`config.mk`:
```
export PLATFORM = sky130hd
export DESIGN_NAME = hazard_stall_ctrl_flat
export DESIGN_NICKNAME = d
export VERILOG_FILES = /design/src/rtl/cpu_pkg.sv /design/src/rtl/hazard_stall_ctrl_if.sv /design/src/rtl/sat_counter.sv /design/src/rtl/hazard_stall_ctrl.sv /design/src/flat_wrapper.sv
export SDC_FILE = /design/constraint.sdc
export NUM_CORES = 1
export LEC_CHECK = 0
export CORE_AREA = 5 5 63 65
export CTS_CLUSTER_SIZE = 40
export DETAILED_ROUTE_END_ITERATION = 12
export DIE_AREA = 0 0 68 70
export PLACE_DENSITY = 0.83
export SKIP_CTS_REPAIR_TIMING = 1
export SYNTH_ARGS = -nofsm -noshare
export SYNTH_HDL_FRONTEND = slang
export SYNTH_SLANG_ARGS = --single-unit
```
`constraint.sdc`:
```
create_clock -name clk -period 2.3 [get_ports clk]
set_clock_uncertainty 0.15 [all_clocks]
set_input_delay 0.345 -clock clk [delete_from_list [all_inputs] [get_ports clk]]
set_output_delay 0.345 -clock clk [all_outputs]
set_load 0.005 [all_outputs]
```
`src/rtl/cpu_pkg.sv`:
```
// Shared CPU definitions: FSM state encodings, register constants and the
// pipeline control bundle driven by the hazard/stall controller.
package cpu_pkg;

  localparam logic [1:0] ST_RUN      = 2'd0;
  localparam logic [1:0] ST_MEM_WAIT = 2'd1;
  localparam logic [1:0] ST_TRAP     = 2'd2;

  localparam logic [4:0] REG_ZERO = 5'd0;

  // Pipeline enables, bubbles and flush, in one bundle
  typedef struct packed {
    logic pc_write;
    logic ifid_write;
    logic idex_write;
    logic exmem_write;
    logic idex_bubble;
    logic memwb_bubble;
    logic ifid_flush;
  } ctrl_t;

  localparam ctrl_t CTRL_NORMAL  = ctrl_t'(7'b1111_000);
  localparam ctrl_t CTRL_FREEZE  = ctrl_t'(7'b0000_010);
  localparam ctrl_t CTRL_BRANCH  = ctrl_t'(7'b1111_101);
  localparam ctrl_t CTRL_LOADUSE = ctrl_t'(7'b0011_100);
  localparam ctrl_t CTRL_RESET   = ctrl_t'(7'b0000_110);

endpackage

```
`src/rtl/hazard_stall_ctrl_if.sv`:
```
// Hazard/stall controller bundle.
// master: pipeline side (drives hazard inputs, receives controls).
// slave : controller side (reads hazard inputs, drives controls/status).
interface hazard_stall_ctrl_if #(
  parameter int unsigned PERF_W = 16
) ();

  logic [4:0]        IFIDRs;
  logic [4:0]        IFIDRt;
  logic              IFIDUsesRt;
  logic              IDEXMemRead;
  logic [4:0]        IDEXRt;
  logic              EXBranchTaken;
  logic              EXMEMMemAccess;
  logic              DMemReady;

  logic              PCWrite;
  logic              IFIDWrite;
  logic              IDEXWrite;
  logic              EXMEMWrite;
  logic              IDEXBubble;
  logic              MEMWBBubble;
  logic              IFIDFlush;
  logic              MemTimeout;
  logic [PERF_W-1:0] StallCycles;

  modport master (
    output IFIDRs, IFIDRt, IFIDUsesRt, IDEXMemRead, IDEXRt,
           EXBranchTaken, EXMEMMemAccess, DMemReady,
    input  PCWrite, IFIDWrite, IDEXWrite, EXMEMWrite, IDEXBubble,
           MEMWBBubble, IFIDFlush, MemTimeout, StallCycles
  );

  modport slave (
    input  IFIDRs, IFIDRt, IFIDUsesRt, IDEXMemRead, IDEXRt,
           EXBranchTaken, EXMEMMemAccess, DMemReady,
    output PCWrite, IFIDWrite, IDEXWrite, EXMEMWrite, IDEXBubble,
           MEMWBBubble, IFIDFlush, MemTimeout, StallCycles
  );

endinterface

```
`src/rtl/sat_counter.sv`:
```
// Saturating up-counter: counts clock edges with inc=1, holds at all-ones.
// Ports: clk, rst_n (async active-low), inc, count[W-1:0].
module sat_counter #(
  parameter int unsigned W = 16
) (
  input  logic         clk,
  input  logic         rst_n,
  input  logic         inc,
  output logic [W-1:0] count
);

  logic [W-1:0] count_q;
  logic [W-1:0] count_d;

  // Increment unless already saturated
  always_comb begin
    count_d = count_q;
    if (inc && (count_q != {W{1'b1}})) begin
      count_d = count_q + W'(1);
    end
  end

  always_ff @(posedge clk or negedge rst_n) begin
    if (!rst_n) begin
      count_q <= '0;
    end else begin
      count_q <= count_d;
    end
  end

  assign count = count_q;

endmodule

```
`src/rtl/hazard_stall_ctrl.sv`:
```
// Pipeline hazard/stall controller for the 5-stage CPU: load-use stall,
// taken-branch squash and data-memory wait freeze with timeout trap.
// Ports: clk, rst_n (async active-low), hs (slave modport):
//   in : IFIDRs, IFIDRt, IFIDUsesRt, IDEXMemRead, IDEXRt, EXBranchTaken,
//        EXMEMMemAccess, DMemReady
//   out: PCWrite, IFIDWrite, IDEXWrite, EXMEMWrite, IDEXBubble, MEMWBBubble,
//        IFIDFlush (Mealy), MemTimeout (sticky), StallCycles (saturating)
module hazard_stall_ctrl
  import cpu_pkg::*;
#(
  parameter int unsigned TIMEOUT = 64,
  parameter int unsigned PERF_W  = 16
) (
  input  logic                  clk,
  input  logic                  rst_n,
  hazard_stall_ctrl_if.slave    hs
);

  localparam int unsigned CNT_W = $clog2(TIMEOUT + 1);

  logic [1:0]        state_q;
  logic [1:0]        state_d;
  logic [CNT_W-1:0]  wait_cnt_q;
  logic [CNT_W-1:0]  wait_cnt_d;
  logic              mem_timeout_q;
  logic              mem_timeout_d;

  logic              lu_c;
  logic              busy_c;
  logic              hold_c;
  ctrl_t             ctrl_c;
  logic              stall_inc_c;
  logic [PERF_W-1:0] stall_cnt;

  // Load-use: EX load writes a non-zero register that ID reads
  assign lu_c = hs.IDEXMemRead && (hs.IDEXRt != REG_ZERO) &&
                ((hs.IDEXRt == hs.IFIDRs) ||
                 (hs.IFIDUsesRt && (hs.IDEXRt == hs.IFIDRt)));

  assign busy_c = hs.EXMEMMemAccess && !hs.DMemReady;

  // While waiting, only DMemReady releases the freeze
  assign hold_c = (state_q == ST_MEM_WAIT) ? !hs.DMemReady : busy_c;

  // State register
  always_ff @(posedge clk or negedge rst_n) begin
    if (!rst_n) begin
      state_q       <= ST_RUN;
      wait_cnt_q    <= '0;
      mem_timeout_q <= 1'b0;
    end else begin
      state_q       <= state_d;
      wait_cnt_q    <= wait_cnt_d;
      mem_timeout_q <= mem_timeout_d;
    end
  end

  // Next-state logic; the wait counter reaching TIMEOUT traps
  always_comb begin
    state_d       = state_q;
    wait_cnt_d    = wait_cnt_q;
    mem_timeout_d = mem_timeout_q;
    case (state_q)
      ST_RUN: begin
        if (busy_c) begin
          state_d    = ST_MEM_WAIT;
          wait_cnt_d = CNT_W'(1);
        end
      end
      ST_MEM_WAIT: begin
        if (hs.DMemReady) begin
          state_d    = ST_RUN;
          wait_cnt_d = '0;
        end else if (wait_cnt_q == CNT_W'(TIMEOUT - 1)) begin
          state_d       = ST_TRAP;
          wait_cnt_d    = CNT_W'(TIMEOUT);
          mem_timeout_d = 1'b1;
        end else begin
          wait_cnt_d = wait_cnt_q + CNT_W'(1);
        end
      end
      ST_TRAP: begin
        state_d = ST_TRAP;
      end
      default: begin
        state_d    = ST_RUN;
        wait_cnt_d = '0;
      end
    endcase
  end

  // Output logic: reset force, then freeze > branch > load-use > normal
  always_comb begin
    ctrl_c = CTRL_NORMAL;
    if (!rst_n) begin
      ctrl_c = CTRL_RESET;
    end else begin
      case (state_q)
        ST_RUN, ST_MEM_WAIT: begin
          if (hold_c) begin
            ctrl_c = CTRL_FREEZE;
          end else if (hs.EXBranchTaken) begin
            ctrl_c = CTRL_BRANCH;
          end else if (lu_c) begin
            ctrl_c = CTRL_LOADUSE;
          end
        end
        default: ctrl_c = CTRL_FREEZE;
      endcase
    end
  end

  assign stall_inc_c = !ctrl_c.pc_write;

  sat_counter #(
    .W (PERF_W)
  ) u_stall_cnt (
    .clk   (clk),
    .rst_n (rst_n),
    .inc   (stall_inc_c),
    .count (stall_cnt)
  );

  assign hs.PCWrite     = ctrl_c.pc_write;
  assign hs.IFIDWrite   = ctrl_c.ifid_write;
  assign hs.IDEXWrite   = ctrl_c.idex_write;
  assign hs.EXMEMWrite  = ctrl_c.exmem_write;
  assign hs.IDEXBubble  = ctrl_c.idex_bubble;
  assign hs.MEMWBBubble = ctrl_c.memwb_bubble;
  assign hs.IFIDFlush   = ctrl_c.ifid_flush;
  assign hs.MemTimeout  = mem_timeout_q;
  assign hs.StallCycles = stall_cnt;

endmodule

```
`src/flat_wrapper.sv`:
```
// flat-port wrapper written by rule: the top's interface ports become plain ports
module hazard_stall_ctrl_flat import cpu_pkg::*;
#(
  parameter int unsigned TIMEOUT = 64,
  parameter int unsigned PERF_W  = 16
)
  (clk, rst_n, hs_IFIDRs, hs_IFIDRt, hs_IFIDUsesRt, hs_IDEXMemRead, hs_IDEXRt, hs_EXBranchTaken, hs_EXMEMMemAccess, hs_DMemReady, hs_PCWrite, hs_IFIDWrite, hs_IDEXWrite, hs_EXMEMWrite, hs_IDEXBubble, hs_MEMWBBubble, hs_IFIDFlush, hs_MemTimeout, hs_StallCycles);
  hazard_stall_ctrl_if #(.PERF_W(PERF_W)) hs_i ();
  input  logic clk;
  input  logic rst_n;
  input wire logic [$bits(hs_i.IFIDRs)-1:0] hs_IFIDRs;
  input wire logic [$bits(hs_i.IFIDRt)-1:0] hs_IFIDRt;
  input wire logic [$bits(hs_i.IFIDUsesRt)-1:0] hs_IFIDUsesRt;
  input wire logic [$bits(hs_i.IDEXMemRead)-1:0] hs_IDEXMemRead;
  input wire logic [$bits(hs_i.IDEXRt)-1:0] hs_IDEXRt;
  input wire logic [$bits(hs_i.EXBranchTaken)-1:0] hs_EXBranchTaken;
  input wire logic [$bits(hs_i.EXMEMMemAccess)-1:0] hs_EXMEMMemAccess;
  input wire logic [$bits(hs_i.DMemReady)-1:0] hs_DMemReady;
  output wire logic [$bits(hs_i.PCWrite)-1:0] hs_PCWrite;
  output wire logic [$bits(hs_i.IFIDWrite)-1:0] hs_IFIDWrite;
  output wire logic [$bits(hs_i.IDEXWrite)-1:0] hs_IDEXWrite;
  output wire logic [$bits(hs_i.EXMEMWrite)-1:0] hs_EXMEMWrite;
  output wire logic [$bits(hs_i.IDEXBubble)-1:0] hs_IDEXBubble;
  output wire logic [$bits(hs_i.MEMWBBubble)-1:0] hs_MEMWBBubble;
  output wire logic [$bits(hs_i.IFIDFlush)-1:0] hs_IFIDFlush;
  output wire logic [$bits(hs_i.MemTimeout)-1:0] hs_MemTimeout;
  output wire logic [$bits(hs_i.StallCycles)-1:0] hs_StallCycles;
  assign hs_i.IFIDRs = hs_IFIDRs;
  assign hs_i.IFIDRt = hs_IFIDRt;
  assign hs_i.IFIDUsesRt = hs_IFIDUsesRt;
  assign hs_i.IDEXMemRead = hs_IDEXMemRead;
  assign hs_i.IDEXRt = hs_IDEXRt;
  assign hs_i.EXBranchTaken = hs_EXBranchTaken;
  assign hs_i.EXMEMMemAccess = hs_EXMEMMemAccess;
  assign hs_i.DMemReady = hs_DMemReady;
  assign hs_PCWrite = hs_i.PCWrite;
  assign hs_IFIDWrite = hs_i.IFIDWrite;
  assign hs_IDEXWrite = hs_i.IDEXWrite;
  assign hs_EXMEMWrite = hs_i.EXMEMWrite;
  assign hs_IDEXBubble = hs_i.IDEXBubble;
  assign hs_MEMWBBubble = hs_i.MEMWBBubble;
  assign hs_IFIDFlush = hs_i.IFIDFlush;
  assign hs_MemTimeout = hs_i.MemTimeout;
  assign hs_StallCycles = hs_i.StallCycles;
  hazard_stall_ctrl #(.TIMEOUT(TIMEOUT), .PERF_W(PERF_W)) u_core (.clk(clk), .rst_n(rst_n), .hs(hs_i));
endmodule
```
## Word-level counts from Yosys, hierarchy flattened

Cells that the tools add are included.

| storage, ports and cells | value |
|---|---|
| output and inout port bits | 24 |
| flip-flop bits (word level) | 26 |

| operators by class | value |
|---|---|
| equal/unequal tests | 8 |
| multiplexer cells | 14 |
| bitwise gates (word level) | 2 |
| reductions and logical operators | 14 |
| $add $sub $neg | 2 |

Operator list:

| cell | number |
|---|---|
| $mux W7 | 8 |
| $pmux W7 S3 | 1 |
| $add A16 B1 Y16 const B | 1 |
| $ne A16 B16 Y1 const B | 1 |
| $eq A5 B5 Y1 | 2 |
| $add A7 B1 Y7 const B | 1 |
| $eq A7 B6 Y1 const B | 1 |
| $mux W2 | 3 |
| $pmux W2 S3 | 1 |
| $logic_and A1 B1 Y1 | 5 |
| $reduce_bool A5 Y1 | 1 |
| $reduce_and A2 Y1 | 2 |
| $ne A3 B3 Y1 const B | 1 |
| $reduce_and A3 Y1 | 1 |
| $eq A2 B1 Y1 const B | 1 |
| $eq A2 B2 Y1 const B | 1 |
| $logic_not A1 Y1 | 2 |
| $logic_not A2 Y1 | 1 |
| $ne A2 B1 Y1 const B | 1 |
| $not A1 Y1 | 2 |
| $reduce_or A2 Y1 | 1 |
| $logic_or A1 B1 Y1 | 1 |
| $mux W1 | 1 |

## Longest topological paths before layout

Gate-level depths: netlist of the first run.

| depth | value |
|---|---|
| word-level depth | 11 |
| depth in mapped cells | 8 |
| gate-level depth less buffers | 7 |

## Cells and area by module

A second synthesis of the first run with hierarchy kept.

| unflattened totals | value |
|---|---|
| cells, all modules | 151 |
| area total of the unflattened synthesis | 1541.5 um^2 |

By module, submodules not included:

| module | cells each | sequential area each (um^2) | area each (um^2) | times used |
|---|---|---|---|---|
| sat_counter | 72 | 400.4 | 859.6 | 1 |
| hazard_stall_ctrl | 79 | 250.2 | 681.9 | 1 |

## Worst setup path before layout of the first run

OpenSTA, ideal clock, no wires.

| path | value |
|---|---|
| kind | input-to-reg |
| start | in hs_IDEXRt[3] |
| end | reg u_core.u_stall_cnt.count_q[12] (netlist: u_core.u_stall_cnt.count[12]) |
| buffers on the path | 0 |
| slack | 0.119 ns |
| stages on the path | 6 |
| setup time | 0.125 ns |
| arrival time | 1.906 ns |
| cell sequence | xor2_1 nor4_2 a32oi_1 o31a_2 nor4_1 mux2_2 |

| between the ends | value |
|---|---|
| cells in the longest elaborated chain, start to end | 11 |
| elaborated cells between the ends (all ways) | 14 |
| classes of those cells | eq/ne: 2; mux: 5; reduce/logical: 7 |

RTL lines:

| element | line | text |
|---|---|---|
| from (decl) | flat_wrapper.sv:15 | `input wire logic [$bits(hs_i.IDEXRt)-1:0] hs_IDEXRt;` |
| $eq A5 B5 Y1 | hazard_stall_ctrl.sv:38 | `(hs.IFIDUsesRt && (hs.IDEXRt == hs.IFIDRt)));` |
| $logic_and A1 B1 Y1 | hazard_stall_ctrl.sv:38 |  |
| $logic_or A1 B1 Y1 | hazard_stall_ctrl.sv:37 | `((hs.IDEXRt == hs.IFIDRs) \|\|` |
| $logic_and A1 B1 Y1 (*) | hazard_stall_ctrl.sv:36 | `assign lu_c = hs.IDEXMemRead && (hs.IDEXRt != REG_ZERO) &&` |
| $mux W7 (*) | hazard_stall_ctrl.sv:104 | `end else if (lu_c) begin` |
| $mux W7 (*) | hazard_stall_ctrl.sv:102 | `end else if (hs.EXBranchTaken) begin` |
| $mux W7 (*) | hazard_stall_ctrl.sv:100 | `if (hold_c) begin` |
| $mux W7 (*) | hazard_stall_ctrl.sv:98 | `case (state_q)` |
| $mux W7 (*) | hazard_stall_ctrl.sv:95 | `if (!rst_n) begin` |
| $logic_not A1 Y1 (*) | hazard_stall_ctrl.sv:113 | `assign stall_inc_c = !ctrl_c.pc_write;` |
| $logic_and A1 B1 Y1 (*) | sat_counter.sv:18 | `if (inc && (count_q != {W{1'b1}})) begin` |
| to (signal assigned) | sat_counter.sv:27 | `count_q <= count_d;` |
| to (decl) | sat_counter.sv:12 | `logic [W-1:0] count_q;` |

Every way passes the cells marked *; elsewhere a longest branch is shown, timed or not.
A chain may end at the register's enable or synchronous reset.

## Worst setup path after layout of the first run

| path | value |
|---|---|
| start | in hs_IFIDRt[1] |
| end | reg u_core.u_stall_cnt.count_q[9] (netlist: u_core.u_stall_cnt.count[9]) |

| between the ends | value |
|---|---|
| cells in the longest elaborated chain, start to end | 11 |

RTL lines:

| element | line | text |
|---|---|---|
| from (decl) | flat_wrapper.sv:12 | `input wire logic [$bits(hs_i.IFIDRt)-1:0] hs_IFIDRt;` |
| $eq A5 B5 Y1 | hazard_stall_ctrl.sv:38 |  |
| $logic_and A1 B1 Y1 | hazard_stall_ctrl.sv:38 |  |
| $logic_or A1 B1 Y1 | hazard_stall_ctrl.sv:37 |  |
| $logic_and A1 B1 Y1 | hazard_stall_ctrl.sv:36 |  |
| $mux W7 | hazard_stall_ctrl.sv:104 |  |
| $mux W7 | hazard_stall_ctrl.sv:102 |  |
| $mux W7 | hazard_stall_ctrl.sv:100 |  |
| $mux W7 | hazard_stall_ctrl.sv:98 |  |
| $mux W7 | hazard_stall_ctrl.sv:95 |  |
| $logic_not A1 Y1 | hazard_stall_ctrl.sv:113 |  |
| $logic_and A1 B1 Y1 | sat_counter.sv:18 |  |

No other way between the ends.

==> results of run 1 <==
## kinds of logic after synthesis
kind of cell    synth area share, %
simple gates                  22.31
xor+xnor                      16.54
flops                         45.49
compound gates                8.837
buf+inv                       3.498
mux                           1.575
fa+ha+maj                     1.750
## stage by stage
| stage | power, mW | util, % | hold WS (ns) |
|---|---|---|---|
| floorplan | 0.9156 | - | -0.1006 |
| global placement | 1.411 | 65.03 | 0.3013 |
| detailed placement | 1.453 | 65.03 | 0.3185 |
| CTS | 1.781 | 66.63 | 0.2645 |
| global route | 1.956 | 71.96 | 0.2793 |
| finish | 1.863 | 71.96 | 0.2568 |
## how the worst max path moves through the flow
| stage | start | slack (ns) | to |
|---|---|---|---|
| 6_report | hs_IFIDRt[1] | -0.14 | u_core.u_stall_cnt.count[9] |
| 5_1_grt | u_core.u_stall_cnt.count[6] | -0.19 | u_core.u_stall_cnt.count[2] |
| 4_1_cts | hs_IDEXRt[3] | -0.61 | hs_IFIDWrite |
| 3_5_place_dp | hs_IDEXRt[3] | -0.65 | u_core.u_stall_cnt.count[12] |
| 3_3_place_gp | hs_IDEXRt[3] | -0.56 | hs_PCWrite |
| 2_1_floorplan | hs_IDEXRt[3] | 0.12 | u_core.u_stall_cnt.count[12] |
## per-layer routing
layer	routed length [µm]	up-vias	part of all wire (%)
li1	-	663	-
met4	133	0	2.8
met5	0	-	0
met1	1802	716	38
met3	188	14	3.9
met2	2676	50	56
## registers in the layout, summed over array words and instances (netlist names)
| name | cells |
|---|---|
| u_core.u_stall_cnt.count | 16 |
| u_core.hs.MemTimeout | 1 |
| u_core.state_q | 2 |
| u_core.wait_cnt_q | 7 |
## layout make-up
cell class | instances | area share (%)
Timing Repair Buffer | 77 | 31.02
Multi-Input combinational cell | 106 | 36.05
Clock inverter | 1 | 1.271
Sequential cell | 26 | 27.53
Inverter | 4 | 0.6353
Tap cell | 46 | 2.435
Clock buffer | 3 | 0.9529
Antenna cell | 1 | 0.1059
## worst max-delay path, cell delays in order
cell	delay [ns]
clkdlybuf4s50_1	0.43
xor2_1	0.17
nor4_2	0.16
a32oi_1	0.15
o31a_2	0.42
buf_8	0.16
nor4_1	0.45
xor2_1	0.24
## power groups by stage
stage | logic (mW) | clock network (mW) | registers (mW)
finish | 0.890 | 0.328 | 0.645
global route | 0.948 | 0.352 | 0.656
CTS | 0.815 | 0.332 | 0.634
detailed placement | 0.809 | 0 | 0.644
global placement | 0.776 | 0 | 0.635
floorplan | 0.206 | 0 | 0.709
## cells in the final DEF, fill, tap and decap left out, types with 2 or more instances in the layout
cell type,netlist,layout
clkdlybuf4s50_1,0,29
nor3_1,5,4
nand4_1,4,4
inv_1,4,4
o32ai_1,2,2
nor3b_2,0,2
o31ai_1,3,3
dlymetal6s2s_1,0,13
nor4_4,0,3
buf_4,2,30
a21oi_1,2,2
o21ai_0,6,5
clkbuf_2,0,2
nor2_2,0,2
xnor2_1,2,2
nor4b_2,0,2
and3_1,3,2
nor4_1,8,3
ha_1,2,2
and3_4,0,2
xor2_1,25,25
clkbuf_4,0,3
nor2_1,9,7
nand2_1,8,8
nor4_2,1,3
nand3_1,9,9
dfrtp_1,26,26
==> results.tsv, run 1 <==
metric	value	unit
yosysSeqAreaShare	45.49	%
path_clk_slew	0.15	ns
drc_errors	0	
wl_per_cell	18.18	µm
syn_avg_cell_area	10.14	µm²
synth_flop_cell	dfrtp_1	
drt-total-wl	4.800	mm
core-area	3284	µm²
fin_tns_setup	-0.4839	ns
cts_buffer_depth	2	
slew_violations	0	
finalHoldViolCount	0	
period_share	106.1	%
seqCellArea	650.6	µm²
syn_inst	141	
io_pins	46	
yosysMostFrequentCell	dfrtp_1	
fill_cells	245	
place_ws	-0.6465	ns
rsz0062_at_grt	yes	
power_switching_share	33.53	%
fin_ws	-0.1400	ns
power_density	788.3	nW/µm²
design_area	2364	µm²
clkLatencyLatePin	0.34	ns
antenna_left	0	
grt_pass1_wl	6.644	mm
drtIter0Drc	116	
vias	1443	
synthesis.area	1430	µm²
synth_nets	165	
violations	setup timing	
multi_input_area	852.1	µm²
placed_area	2136	µm²
grt_pass1_vias	1472	
viasPerCell	5.466	
r2r_slack	-0.11	ns
crit_fanout	7	
synth.distinct_cells	34	
die_area	4760	µm²
r2r_start	u_core.u_stall_cnt.count[6]	
first_pass_iters	4	
crit_required	2.41	ns
worstPathArrival	2.55	ns
cap_violations	0	
die_y	70	µm
clock-sinks	26	
dp_hpwl	3.206	mm
grt_max_degree	28	
nets	242	
start_kind	primary input	
cts_tree	built	
switchingPower	0.6247	mW
rows	21	
clock_power_share	17.6	%
grtUsageMet2	31.37	%
grt_use_total	17.90	%
cts_root_buffer	clkbuf_4	
yosys.area.top_type	dfrtp_1	
port_buffers	45	
synth_area_leaders	dfrtp_1 45%, xor2_1 15%, nor4_1 3.5%, nand3_1 3.1%, nor2_1 2.4%	
worstMarginPinSlew	0.7981	ns
critPathKind	in -> reg	
vdd_ir_drop_max	0.5297	mV
post-route-min-period	2.440	ns
place_congestion	0.8921	
rr_endpoint	u_core.u_stall_cnt.count[2]	
antenna_found_initial	1	
placed_cells	258	
power_frac_seq	34.6	%
synth_top_cell_area_share	45.49	%
outcome	finished, violations left	
ctsHtreeMaxLevel	1	
worst_setup_path_end_kind	register	
met3_usage	3.846	%
drive_gt1_share	28.57	%
setup_viol	10	
synth_edf_count	0	
slew_headroom	46.73	%
p_int	1.238	mW
yosysWarnings	0	
reg2reg_depth	7	
grt.busiest_layer	met2	
ys_ff_latch	26	
area_delta_synth_final	65.27	%
fmax	409.8	MHz
synthArstFlopShare	100.0	%
cts_buffers	3	
die_w	68	µm
worstHoldPathType	in -> async	
start_util	43.54	%
combPwrFrac	47.8	%
ys_top_cells_by_count	26 x dfrtp_1, 25 x xor2_1, 9 x nand3_1, 9 x nor2_1	
grt_overflow	0	
met1_usage	21.25	%
final_cells	264	
leakage	1.112	nW
No activity file was read; power rests on OpenSTA's default activity.
==> run 2, diff against run 1 <==
CORE_AREA = 2 2 60 62   (was 5 5 63 65)
DIE_AREA = 0 0 62 64   (was 0 0 68 70)
==> results.tsv, run 2 (synthesis results as in run 1) <==
metric	value	unit	change
grt_pass1_vias	1427		was 1,472
io_pins	46		unchanged
period_share	102.2	%	was 106.1%
slew_headroom	68.71	%	was 46.73%
core-area	3284	µm²	unchanged
cap_violations	0		unchanged
fmax	425.3	MHz	was 409.8 MHz
dp_hpwl	3.243	mm	was 3.206 mm
final_common_cell	buf_4		unchanged
fin_ws	-0.05120	ns	was -0.1400 ns
seqCellArea	650.6	µm²	unchanged
drtIter0Drc	106		was 116
crit_fanout	8		was 7
reg2reg_depth	7		unchanged
cts_root_buffer	clkbuf_4		unchanged
worst_setup_path_end_kind	register		unchanged
nets	245		was 242
finalHoldViolCount	0		unchanged
drc_errors	0		unchanged
antenna_cells	0		was 1
grt_use_total	21.90	%	was 17.90%
cts_buffers	3		unchanged
power_density	774.4	nW/µm²	was 788.3 nW/µm²
vdd_ir_drop_max	0.5408	mV	was 0.5297 mV
grt_pass1_wl	6.603	mm	was 6.644 mm
worstHoldPathType	in -> async		unchanged
post-route-min-period	2.351	ns	was 2.440 ns
cts_buffer_depth	2		unchanged
rows	21		unchanged
rsz0062_at_grt	yes		unchanged
antenna_left	0		unchanged
wl_per_cell	17.58	µm	was 18.18 µm
cts_tree	built		unchanged
area_delta_synth_final	64.92	%	was 65.27%
die_area	3968	µm²	was 4760 µm²
clkLatencyLatePin	0.36	ns	was 0.34 ns
path_clk_slew	0.16	ns	was 0.15 ns
first_pass_iters	4		unchanged
drt-total-wl	4.677	mm	was 4.800 mm
fill_cells	244		was 245
antenna_found_initial	0		was 1
die_y	64	µm	was 70 µm
grt_overflow	0		unchanged
viasPerCell	5.474		was 5.466
die_w	62	µm	was 68 µm
start_kind	register		was primary input
worstMarginPinSlew	0.4694	ns	was 0.7981 ns
violations	setup timing		unchanged
vias	1456		was 1,443
grt_max_degree	28		unchanged
clock-sinks	26		unchanged
ctsHtreeMaxLevel	1		unchanged
hold_ws	0.2510	ns	was 0.2568 ns
placed_area	2106	µm²	was 2136 µm²
outcome	finished, violations left		unchanged
crit_required	2.44	ns	was 2.41 ns
leakage	1.125	nW	was 1.112 nW
place_congestion	0.8361		was 0.8921
worstPathArrival	2.49	ns	was 2.55 ns
drive_gt1_share	28.18	%	was 28.57%
largest_register_ffs	16		unchanged
port_buffers	45		unchanged
start_util	43.54	%	unchanged
setup_viol	2		was 10
critPathKind	reg -> reg		was in -> reg
slew_violations	0		unchanged
design_area	2359	µm²	was 2364 µm²
layout_common_cells	32 x buf_4, 29 x clkdlybuf4s50_1, 26 x dfrtp_1		was 30 x buf_4, 29 x clkdlybuf4s50_1, 26 x dfrtp_1
multi_input_area	829.5	µm²	was 852.1 µm²
finalPower	1.827	mW	was 1.863 mW
run 2: cell types whose count changed in the layout (fill, tap and decap cells not counted), sizes merged:
cell,before,now
diode,1,0
buf,32,35
run 2: power breakdown:
part	switching, mW	internal (mW)	total, mW
combinational	0.372	0.481	0.853
sequential	0.0708	0.569	0.640
clock	0.157	0.177	0.334
total	0.599	1.23	1.83
run 2: final cells by class:
cell class              count  share of cell area [%]
well taps                  46                   2.440
repair buffers             80                   31.94
clock buffers               3                  0.9549
multi-input cells         106                   35.17
inverters                   4                  0.6366
flip-flops and latches     26                   27.59
clock inverters             1                   1.273
run 2: worst max-delay path, stage by stage (launching register included):
cell and delay (ns):
dfrtp_1 0.43, and4_1 0.24, and3_1 0.23, and3_2 0.24, nor3b_4 0.17, buf_2 0.19
nor4b_1 0.43, xor2_1 0.20
run 2: stage by stage:
stage	worst slack (ns)	instances	setup TNS, ns	util [%]
3_5_place_dp	-0.6763	254	-11.24	64.11
5_1_grt	-0.1255	266	-0.3756	71.81
4_1_cts	-0.6601	258	-10.33	65.71
3_3_place_gp	-0.5948	254	-9.109	64.11
6_report	-0.05120	266	-0.06582	71.81
2_1_floorplan	0.1192	141	0	-
run 2: worst paths after layout:
check / slack [ns] / to / from
worst max-delay path: -0.05 / u_core.u_stall_cnt.count[5] / u_core.u_stall_cnt.count[6]
worst min-delay path: 0.25 / u_core.state_q[0] / rst_n
worst max register to register: -0.05 / u_core.u_stall_cnt.count[5] / u_core.u_stall_cnt.count[6]
worst min register to register: 0.35 / u_core.hs.MemTimeout / u_core.hs.MemTimeout
max in group asynchronous: 1.48 / u_core.u_stall_cnt.count[0] / rst_n
min in group clk: 0.35 / u_core.hs.MemTimeout / u_core.hs.MemTimeout
run 2: layer usage:
metal | vias up | global-route usage (%) | share of wire, %
li1 | 672 | - | -
met1 | 734 | 26.44 | 37
met2 | 43 | 40.63 | 56
met3 | 7 | 2.632 | 4.5
met4 | 0 | 3.191 | 2.0
met5 | - | 0 | 0
